===== src/rtl/tetris_key_pkg.sv =====
// Shared definitions for the Tetris key action scheduler.
//   - key index constants into the 5-bit key bank (KEY_LEFT..KEY_DROP, KEY_CNT)
//   - 3-bit command codes presented to game logic (CMD_NONE..CMD_DROP)
//   - repeat FSM state encoding
//   - key_to_cmd(): maps a key index to its command code
package tetris_key_pkg;

  localparam int KEY_LEFT   = 0;
  localparam int KEY_RIGHT  = 1;
  localparam int KEY_DOWN   = 2;
  localparam int KEY_ROTATE = 3;
  localparam int KEY_DROP   = 4;
  localparam int KEY_CNT    = 5;

  localparam logic [2:0] CMD_NONE   = 3'd0;
  localparam logic [2:0] CMD_LEFT   = 3'd1;
  localparam logic [2:0] CMD_RIGHT  = 3'd2;
  localparam logic [2:0] CMD_DOWN   = 3'd3;
  localparam logic [2:0] CMD_ROTATE = 3'd4;
  localparam logic [2:0] CMD_DROP   = 3'd5;

  typedef enum logic [1:0] {
    RPT_IDLE   = 2'd0,
    RPT_DAS    = 2'd1,
    RPT_REPEAT = 2'd2
  } rpt_state_e;

  // Command codes are laid out as key index + 1.
  function automatic logic [2:0] key_to_cmd(input logic [2:0] key_idx);
    return key_idx + 3'd1;
  endfunction

endpackage


===== src/rtl/key_repeat_fsm.sv =====
// Auto-repeat generator for one movement key (LEFT, RIGHT or DOWN).
// Emits a one-cycle event on the press edge, then once after DAS_MS
// millisecond ticks of continuous hold, then every ARR_MS ticks.
// Ports:
//   clk       system clock
//   rst       asynchronous active-high reset
//   key_n_i   debounced key level, 0 = pressed
//   ms_tick_i one-cycle millisecond strobe
//   clr_i     forces IDLE and suppresses events (game not active)
//   event_o   one-cycle press / repeat event
module key_repeat_fsm
  import tetris_key_pkg::*;
#(
  parameter int DAS_MS = 170,
  parameter int ARR_MS = 50
) (
  input  logic clk,
  input  logic rst,
  input  logic key_n_i,
  input  logic ms_tick_i,
  input  logic clr_i,
  output logic event_o
);

  localparam logic [15:0] DAS_L = 16'(DAS_MS);
  localparam logic [15:0] ARR_L = 16'(ARR_MS);

  rpt_state_e  state_q, state_d;
  logic [15:0] hold_q, hold_d;
  logic        key_prev_q;
  logic        press;
  logic        das_done;
  logic        arr_done;

  // Previous level resets to "released" so a key held through reset
  // release produces a press on the first cycle afterwards.
  assign press    = key_prev_q & ~key_n_i;
  assign das_done = ms_tick_i && ((hold_q + 16'd1) == DAS_L);
  assign arr_done = ms_tick_i && ((hold_q + 16'd1) == ARR_L);

  always_ff @(posedge clk or posedge rst) begin
    if (rst) begin
      state_q    <= RPT_IDLE;
      hold_q     <= '0;
      key_prev_q <= 1'b1;
    end else begin
      state_q    <= state_d;
      hold_q     <= hold_d;
      key_prev_q <= key_n_i;
    end
  end

  always_comb begin
    state_d = state_q;
    hold_d  = hold_q;
    if (key_n_i || clr_i) begin
      state_d = RPT_IDLE;
      hold_d  = '0;
    end else begin
      case (state_q)
        RPT_IDLE: begin
          if (press) begin
            state_d = RPT_DAS;
            hold_d  = '0;
          end
        end
        RPT_DAS: begin
          if (ms_tick_i) begin
            if (das_done) begin
              state_d = RPT_REPEAT;
              hold_d  = '0;
            end else begin
              hold_d = hold_q + 16'd1;
            end
          end
        end
        RPT_REPEAT: begin
          if (ms_tick_i) begin
            hold_d = arr_done ? 16'd0 : hold_q + 16'd1;
          end
        end
        default: begin
          state_d = RPT_IDLE;
          hold_d  = '0;
        end
      endcase
    end
  end

  always_comb begin
    event_o = 1'b0;
    if (!key_n_i && !clr_i) begin
      case (state_q)
        RPT_IDLE:   event_o = press;
        RPT_DAS:    event_o = das_done;
        RPT_REPEAT: event_o = arr_done;
        default:    event_o = 1'b0;
      endcase
    end
  end

endmodule


===== src/rtl/key_action_scheduler.sv =====
// Key action scheduler: turns five debounced active-low key levels into a
// stream of move commands with a valid/ready handshake. LEFT/RIGHT/DOWN
// auto-repeat (DAS then ARR); ROTATE/DROP fire on press only. Events set
// sticky pending bits; an arbiter picks one pending key whenever no command
// is being offered.
// Build option: define KEY_SCHED_RR_ARB_EN for round-robin arbitration
// (search starts after the last granted key). Default is fixed priority
// DROP > ROTATE > LEFT > RIGHT > DOWN.
// Ports:
//   clk            system clock
//   rst            asynchronous active-high reset
//   keys_stable_i  [4:0] key levels, 0 = pressed ([0]L [1]R [2]D [3]ROT [4]DROP)
//   game_active_i  1 = accept key events
//   cmd_valid_o    command offered
//   cmd_code_o     [2:0] command code (0 NONE .. 5 DROP)
//   cmd_ready_i    game logic accepts the offered command
module key_action_scheduler
  import tetris_key_pkg::*;
#(
  parameter int CLK_FREQ = 50_000_000,
  parameter int DAS_MS   = 170,
  parameter int ARR_MS   = 50
) (
  input  logic       clk,
  input  logic       rst,
  input  logic [4:0] keys_stable_i,
  input  logic       game_active_i,
  output logic       cmd_valid_o,
  output logic [2:0] cmd_code_o,
  input  logic       cmd_ready_i
);

  localparam int TICK_DIV = CLK_FREQ / 1000;
  localparam int PRESC_W  = (TICK_DIV > 1) ? $clog2(TICK_DIV) : 1;
  localparam logic [PRESC_W-1:0] PRESC_LAST = PRESC_W'(TICK_DIV - 1);

  logic [PRESC_W-1:0]        presc_q, presc_d;
  logic                      ms_tick;
  logic [KEY_DROP:KEY_ROTATE] key_prev_q;
  logic [KEY_DROP:KEY_ROTATE] press_hi;
  logic [KEY_DOWN:KEY_LEFT]  rpt_event;
  logic [KEY_CNT-1:0]        events;
  logic [KEY_CNT-1:0]        pending_q, pending_d;
  logic                      cmd_valid_q, cmd_valid_d;
  logic [2:0]                cmd_code_q, cmd_code_d;
  logic                      accept;
  logic                      load;
  logic [2:0]                cur_idx;
  logic [2:0]                win_idx;

  // Millisecond prescaler.
  always_comb begin
    ms_tick = (presc_q == PRESC_LAST);
    presc_d = ms_tick ? '0 : presc_q + 1'b1;
  end

  // Press detect for the non-repeating keys; movement keys detect their own
  // press inside the repeat FSM.
  assign press_hi = key_prev_q & ~keys_stable_i[KEY_DROP:KEY_ROTATE];

  generate
    for (genvar gi = KEY_LEFT; gi <= KEY_DOWN; gi++) begin : g_rpt
      key_repeat_fsm #(
        .DAS_MS (DAS_MS),
        .ARR_MS (ARR_MS)
      ) u_rpt (
        .clk       (clk),
        .rst       (rst),
        .key_n_i   (keys_stable_i[gi]),
        .ms_tick_i (ms_tick),
        .clr_i     (~game_active_i),
        .event_o   (rpt_event[gi])
      );
    end
  endgenerate

  assign events  = {press_hi, rpt_event} & {KEY_CNT{game_active_i}};
  assign accept  = cmd_valid_q & cmd_ready_i;
  assign cur_idx = cmd_code_q - 3'd1;

  // Pending set: accept clears the offered key first so a same-cycle event
  // re-sets it. Pausing the game wipes everything.
  always_comb begin
    pending_d = pending_q;
    for (int i = 0; i < KEY_CNT; i++) begin
      if (accept && (cur_idx == 3'(i))) pending_d[i] = 1'b0;
    end
    pending_d = pending_d | events;
    if (!game_active_i) pending_d = '0;
  end

`ifdef KEY_SCHED_RR_ARB_EN
  logic [2:0] rr_ptr_q, rr_ptr_d;
  logic [2:0] cand;
  logic       found;

  always_comb begin
    win_idx = 3'd0;
    found   = 1'b0;
    cand    = rr_ptr_q;
    for (int j = 0; j < KEY_CNT; j++) begin
      cand = (cand == 3'(KEY_CNT - 1)) ? 3'd0 : cand + 3'd1;
      if (!found && pending_q[cand]) begin
        found   = 1'b1;
        win_idx = cand;
      end
    end
    rr_ptr_d = load ? win_idx : rr_ptr_q;
  end

  // Pointer starts on the last index so index 0 is searched first.
  always_ff @(posedge clk or posedge rst) begin
    if (rst) rr_ptr_q <= 3'(KEY_CNT - 1);
    else     rr_ptr_q <= rr_ptr_d;
  end
`else
  always_comb begin
    if      (pending_q[KEY_DROP])   win_idx = 3'(KEY_DROP);
    else if (pending_q[KEY_ROTATE]) win_idx = 3'(KEY_ROTATE);
    else if (pending_q[KEY_LEFT])   win_idx = 3'(KEY_LEFT);
    else if (pending_q[KEY_RIGHT])  win_idx = 3'(KEY_RIGHT);
    else                            win_idx = 3'(KEY_DOWN);
  end
`endif

  // Output register: after an accept valid drops for one cycle, during which
  // the updated pending set is arbitrated.
  always_comb begin
    cmd_valid_d = cmd_valid_q;
    cmd_code_d  = cmd_code_q;
    load        = 1'b0;
    if (accept) begin
      cmd_valid_d = 1'b0;
      cmd_code_d  = CMD_NONE;
    end else if (!cmd_valid_q && game_active_i && (pending_q != '0)) begin
      cmd_valid_d = 1'b1;
      cmd_code_d  = key_to_cmd(win_idx);
      load        = 1'b1;
    end
  end

  always_ff @(posedge clk or posedge rst) begin
    if (rst) begin
      presc_q     <= '0;
      key_prev_q  <= '1;
      pending_q   <= '0;
      cmd_valid_q <= 1'b0;
      cmd_code_q  <= CMD_NONE;
    end else begin
      presc_q     <= presc_d;
      key_prev_q  <= keys_stable_i[KEY_DROP:KEY_ROTATE];
      pending_q   <= pending_d;
      cmd_valid_q <= cmd_valid_d;
      cmd_code_q  <= cmd_code_d;
    end
  end

  assign cmd_valid_o = cmd_valid_q;
  assign cmd_code_o  = cmd_code_q;

endmodule


===== config.mk =====
export PLATFORM = sky130hd
export DESIGN_NAME = key_action_scheduler
export DESIGN_NICKNAME = d
export VERILOG_FILES = /design/src/rtl/tetris_key_pkg.sv /design/src/rtl/key_repeat_fsm.sv /design/src/rtl/key_action_scheduler.sv
export SDC_FILE = /design/constraint.sdc
export NUM_CORES = 1
export LEC_CHECK = 0
export ABC_CLOCK_PERIOD_IN_PS = 5400
export BUFFER_PORTS_ARGS = -buffer_cell sky130_fd_sc_hd__buf_2
export CAP_MARGIN = 25
export CORE_UTILIZATION = 35
export CTS_CLUSTER_SIZE = 8
export DETAILED_ROUTE_END_ITERATION = 10
export GPL_ROUTABILITY_DRIVEN = 0
export PLACE_DENSITY_LB_ADDON = 0.3
export SLEW_MARGIN = 20
export SYNTH_ARGS = -nofsm -noshare
export SYNTH_HDL_FRONTEND = slang
export SYNTH_SLANG_ARGS = --single-unit

===== constraint.sdc =====
create_clock -name clk -period 5.4 [get_ports clk]
set_input_delay 0.27 -clock clk [delete_from_list [all_inputs] [get_ports clk]]
set_output_delay 0.27 -clock clk [all_outputs]
set_load 0.02 [all_outputs]

Yosys cells after proc, flatten, opt, wreduce, memory -nomap -nowiden
Index checks and enable logic that the tools add are counted.
{ "totals": {"regBits": 84, "elab_cells": 156, "inputBits": 9, "out_inout_bits": 4} }
{ "op_classes": {"n_eq_ne": 32, "reduce_logical": 35, "add_sub_neg": 6, "mux": 57, "n_bitwise": 12} }
{ "op_table": {"columns": ["op", "count"], "rows": [
  ["two-way mux 16 bit", 19],
  ["case mux 16 bit (3 select lines)", 3],
  ["adder 16 x 1 -> 16 bit, second input constant", 4],
  ["equality test 16 x 6 -> 1 bit, second input constant", 3],
  ["equality test 16 x 8 -> 1 bit, second input constant", 3],
  ["two-way mux 2 bit", 15],
  ["!= test 3 x 1 -> 1 bit, second input constant", 8],
  ["case mux 2 bit (3 select lines)", 3],
  ["equality test 16 bit, second input constant", 1],
  ["logical AND 1 bit", 16],
  ["!= test 3 x 2 -> 1 bit, second input constant", 4],
  ["AND reduction 4 bit", 3],
  ["two-way mux 1 bit", 10],
  ["two-way mux 3 bit", 3],
  ["case mux 1 bit (3 select lines)", 3],
  ["AND reduction 3 bit", 3],
  ["equality test 2 x 1 -> 1 bit, second input constant", 3],
  ["equality test 2 bit, second input constant", 3],
  ["equality test 3 x 2 -> 1 bit, second input constant", 2],
  ["zero test 2 bit", 3],
  ["!= test 2 x 1 -> 1 bit, second input constant", 3],
  ["AND 5 bit", 1],
  ["two-way mux 5 bit", 1],
  ["bitwise OR 5 bit", 1],
  ["13 further kinds", 24]
]} }

Longest topological paths before layout
{ "logic_depth": {"ltp_word": 8, "depth_mapped": 11, "mapped_depth_nobuf": 9} }

By module
A second synthesis with hierarchy kept.
{ "hier_totals": {"cells_unflattened": 670, "hier_area_um2": 6012.0} }
{ "modules_own_cells": {"columns": ["module", "cells_each", "area_each_um2", "n_inst", "seq_area_each_um2"], "rows": [
  ["key_repeat_fsm", 184, 1586.5, 3, 476.7],
  ["key_action_scheduler", 118, 1252.5, 1, 678.2]
]} }

Least setup slack after synthesis
OpenSTA, ideal clock, no wires.
{ "synth_path": {"path_kind": "flip-flop to flip-flop", "startpoint": "register g_rpt[2].u_rpt.hold_q[0]", "endpoint": "register g_rpt[2].u_rpt.hold_q[10]", "stages_incl_launch_ff": 9, "period_less_slack_ns": 2.502, "required_ns": 5.263, "setup_time_ns": 0.137, "setup_slack_ns": 2.898, "arrival_ns": 2.365, "n_path_buf": 0, "cell_sequence": "dfrtp_1 ha_1 nand3_2 or4_4 xnor2_1 nor4_1 nand3_1 a22oi_1 o21ai_0"} }
{ "synth_between": {"elab_chain_cells": 7, "elab_cells_between_ends": 11, "cone_classes": "add/sub: 1; eq/ne: 2; mux: 6; reduce/logical: 2"} }
{ "synth_rtl": {"columns": ["element", "line", "source"], "rows": [
  ["start, declared", "key_repeat_fsm.sv:29", "logic [15:0] hold_q, hold_d;"],
  ["start signal, assigned", "key_repeat_fsm.sv:48", "hold_q <= hold_d;"],
  ["adder 16 x 1 -> 16 bit *", null, null],
  ["equality test 16 x 6 -> 1 bit / equality test 16 x 8 -> 1 bit (equally long branches)", "key_repeat_fsm.sv:39, key_repeat_fsm.sv:38", null],
  ["logical AND 1 bit (on tied branches)", "key_repeat_fsm.sv:39, key_repeat_fsm.sv:38", null],
  ["two-way mux 16 bit (on tied branches)", "key_repeat_fsm.sv:79, key_repeat_fsm.sv:69", null],
  ["two-way mux 16 bit (on tied branches)", "key_repeat_fsm.sv:78, key_repeat_fsm.sv:68", null],
  ["case mux 16 bit (3 select lines) *", "key_repeat_fsm.sv:60", "case (state_q)"],
  ["two-way mux 16 bit *", "key_repeat_fsm.sv:56", "if (key_n_i || clr_i) begin"]
]} }
Mark *: on every way between the ends. The rest lies on a longest branch, timed or not. The select of a mux whose other input is x is not followed.
A chain may end at the register's enable or synchronous reset.

Worst setup path after layout
{ "layout_path": {"startpoint": "register g_rpt[2].u_rpt.hold_q[0]", "endpoint": "register g_rpt[2].u_rpt.hold_q[6]"} }
The elaborated chain is that of the path after synthesis.

==> qor.csv <==
stage;metric;value;unit
global_route;grt_util_met3;3.34;%
power_and_ir_drop;ir_drop;0.000227;V
synth;synth_area;5660;um2
clocking;cts.htree.levels;3;
finish;final_common_cell;nand2_1;
sta;tns;0;ps
global_route;grt_overflow;0;
sta;slew_headroom;33.4;%
synth;synthArstFlopShare;100;%
place;dp_hpwl;8850;um
die;rows;46;
clocking;cts_setup_buffers;0;
finish;fin_nets;690;
synth;seq_area_frac_synth;37.3;%
die;die_h;129;um
synth;synth_cell_types;65;
global_route;grt_max_degree;48;
global_route;grt_use_total;16.0;%
power_and_ir_drop;power.total;1.45;mW
die;ios;13;
synth;synth_area_leaders;dfrtp_1 35%, nand2_1 7.4%, ha_1 5.1%;
detailed_routing;remaining_drc_errors;0;
global_route;antenna_found_initial;0;
detailed_routing;drtIter0Drc;256;
detailed_routing;wl_per_cell;14.3;um
critical_path;cpPeakStageDelay;610;ps
finish;final_cell_mix;112 x nand2_1, 79 x dfrtp_1, 47 x nor2_1;
detailed_routing;viasPerCell;5.44;
detailed_routing;antenna_left;0;
finish;diodes;0;
critical_path;start_kind;flop;
sta;fmax;0.340;GHz
synth;synth_top_area_share;35.0;%
clocking;clock_latency;350;ps
critical_path;crit_family;simple AND/OR/NAND/NOR gates;
clocking;cts-root-buf;clkbuf_16;
sta;skew;12.7;ps
power_and_ir_drop;leakage;2.62;nW
sta;period_needed;2940;ps
finish;area_growth;9.40;%
outcome;status;finished with violations;
synth;syn_area_per_cell;8.57;um2
clocking;hold_buffers;0;
critical_path;path_buf_inv;0;
critical_path;worst_setup_path_end_kind;flop;
sta;post-route-period-util;54.4;%
synth;synth_cells;660;
critical_path;crit_fanout;10;
sta;whs;-15.0;ps
sta;rsz0062_at_grt;false;
synth;yosysWarnings;0;
critical_path;path_class;flop to flop;
finish;drive_gt1_share;9.95;%
sta;drv_slew;0;
clocking;cts_num_sinks;84;
critical_path;cp_cell_sequence;ha_1 > nand3_2 > or4_4 > xnor2_1 > nor4_1 > nand3_1 > a22oi_1 > o21ai_0;
synth;synth_top_area_cell;dfrtp_1;
global_route;grt.busiest_layer;met2;
clocking;cts.clk_slew.worst_paths;60;ps
detailed_routing;dr.pass1.iters;5;
detailed_routing;wl;12600;um
min_path;hold_path.class;input pin to asynchronous set/reset pin;
die;die-width;129;um
global_route;first_global_vias;4496;
clocking;ctsResizeCount;0;
critical_path;worstPathRequired;5610;ps
die;dieArea;16700;um2
clocking;cts_buffers;9;
synth;synth-main-ff-cell;dfrtp_1;
global_route;gr-usage-met2;26.1;%
clocking;cts_tree;built;
outcome;violations;negative hold slack;
detailed_routing;vias;4783;
sta;finalHoldViolCount;10;
die;start_util;35.7;%
sta;tightest_slew;987;ps
synth;synth_fp_nets;692;
clocking;clockBufferDepth;2;
power_and_ir_drop;powerDensity;235;nW/um2
sta;finalSetupViolations;0;
die;core_area;15800;um2
flow_run;maxCapViolations;0;
global_route;grt_pass1_wl;21400;um
global_route;grt_util_met1;20.9;%
place;portBuffers;12;
synth;ys_seq_elements;84;
critical_path;crit_slowest_cell;or4_4;
critical_path;cp.arrival;3150;ps
synth;synth_edf_count;0;
==> power by group <==
group          internal, mW  switching [mW]  total (mW)
clock network         0.415           0.250       0.665
logic                0.0398          0.0816       0.121
registers             0.647          0.0211       0.668
==> layout make-up <==
class	instances	area [um2]
multi-input combinational	514	3260
tap	216	270
clock inverter	5	75.1
timing repair buffer	21	123
fill	1612	9640
inverter	28	106
sequential	84	2110
clock buffer	11	243
==> layer usage <==
layer  up-vias  wire length [um]  part of all wire (%)
li1       2367                 -                     -
met1      2319              6090                    48
met2        81              5890                    47
met3        16               426                   3.4
met4         0               184                   1.5
met5         -                 0                     0
==> path summary, 6_finish.rpt <==
kind	start	end	slack, ps	cells after the start
max	g_rpt[2].u_rpt.hold_q[0]$_DFFE_PP0P_	g_rpt[2].u_rpt.hold_q[6]$_DFFE_PP0P_	2460	8
min	rst	g_rpt[1].u_rpt.hold_q[13]$_DFFE_PP0P_	-20	2
max reg2reg	g_rpt[2].u_rpt.hold_q[0]$_DFFE_PP0P_	g_rpt[2].u_rpt.hold_q[6]$_DFFE_PP0P_	2460	8
min reg2reg	presc_q[0]$_DFF_PP0_	presc_q[0]$_DFF_PP0_	460	1
max in group asynchronous	rst	g_rpt[0].u_rpt.hold_q[12]$_DFFE_PP0P_	4380	3
min in group clk	keys_stable_i[4]	key_prev_q[4]$_DFF_PP1_	30	1
==> state kept, by name (all words and copies together), names as in the netlist <==
name,cells
g_rpt.u_rpt.hold_q,48
key_prev_q,2
g_rpt.u_rpt.state_q,6
g_rpt.u_rpt.key_prev_q,3
pending_q,5
presc_q,16
cmd_code_o,3
cmd_valid_o,1
==> logic make-up (layout without fill, tap and decap cells) <==
family / Yosys count / after routing / share of synthesized area (%)
buffers and inverters: 62 / 65 / 5.11
adder cells (fa/ha/maj): 23 / 23 / 5.09
flip-flops: 84 / 84 / 37.3
XOR/XNOR: 35 / 35 / 5.42
AO/OA/AOI/OAI: 131 / 131 / 17.0
AND/OR/NAND/NOR: 321 / 321 / 29.4
multiplexers: 4 / 4 / 0.708
==> through the flow <==
stage,cell area (um2),cells,setup WS (ps),utilization [%]
floorplan,5660,660,2900,-
global placement,5860,861,2510,37.0
detailed placement,5860,861,2420,37.0
CTS,6180,877,2410,39.0
global route,6190,879,2190,39.1
finish,6190,879,2460,39.1
==> synth_stat cells, types with 14 or more instances <==
| library cell | n |
|---|---|
| nor2_1 | 47 |
| ha_1 | 23 |
| nor2b_1 | 17 |
| nand2_1 | 112 |
| xnor2_1 | 18 |
| dfrtp_1 | 79 |
| o21ai_0 | 27 |
| xor2_1 | 17 |
| nand3_1 | 30 |
| and2_1 | 16 |
| o221ai_1 | 14 |
| nand4_1 | 18 |
| inv_1 | 28 |
Note: power is estimated with default switching activity, not from simulation.
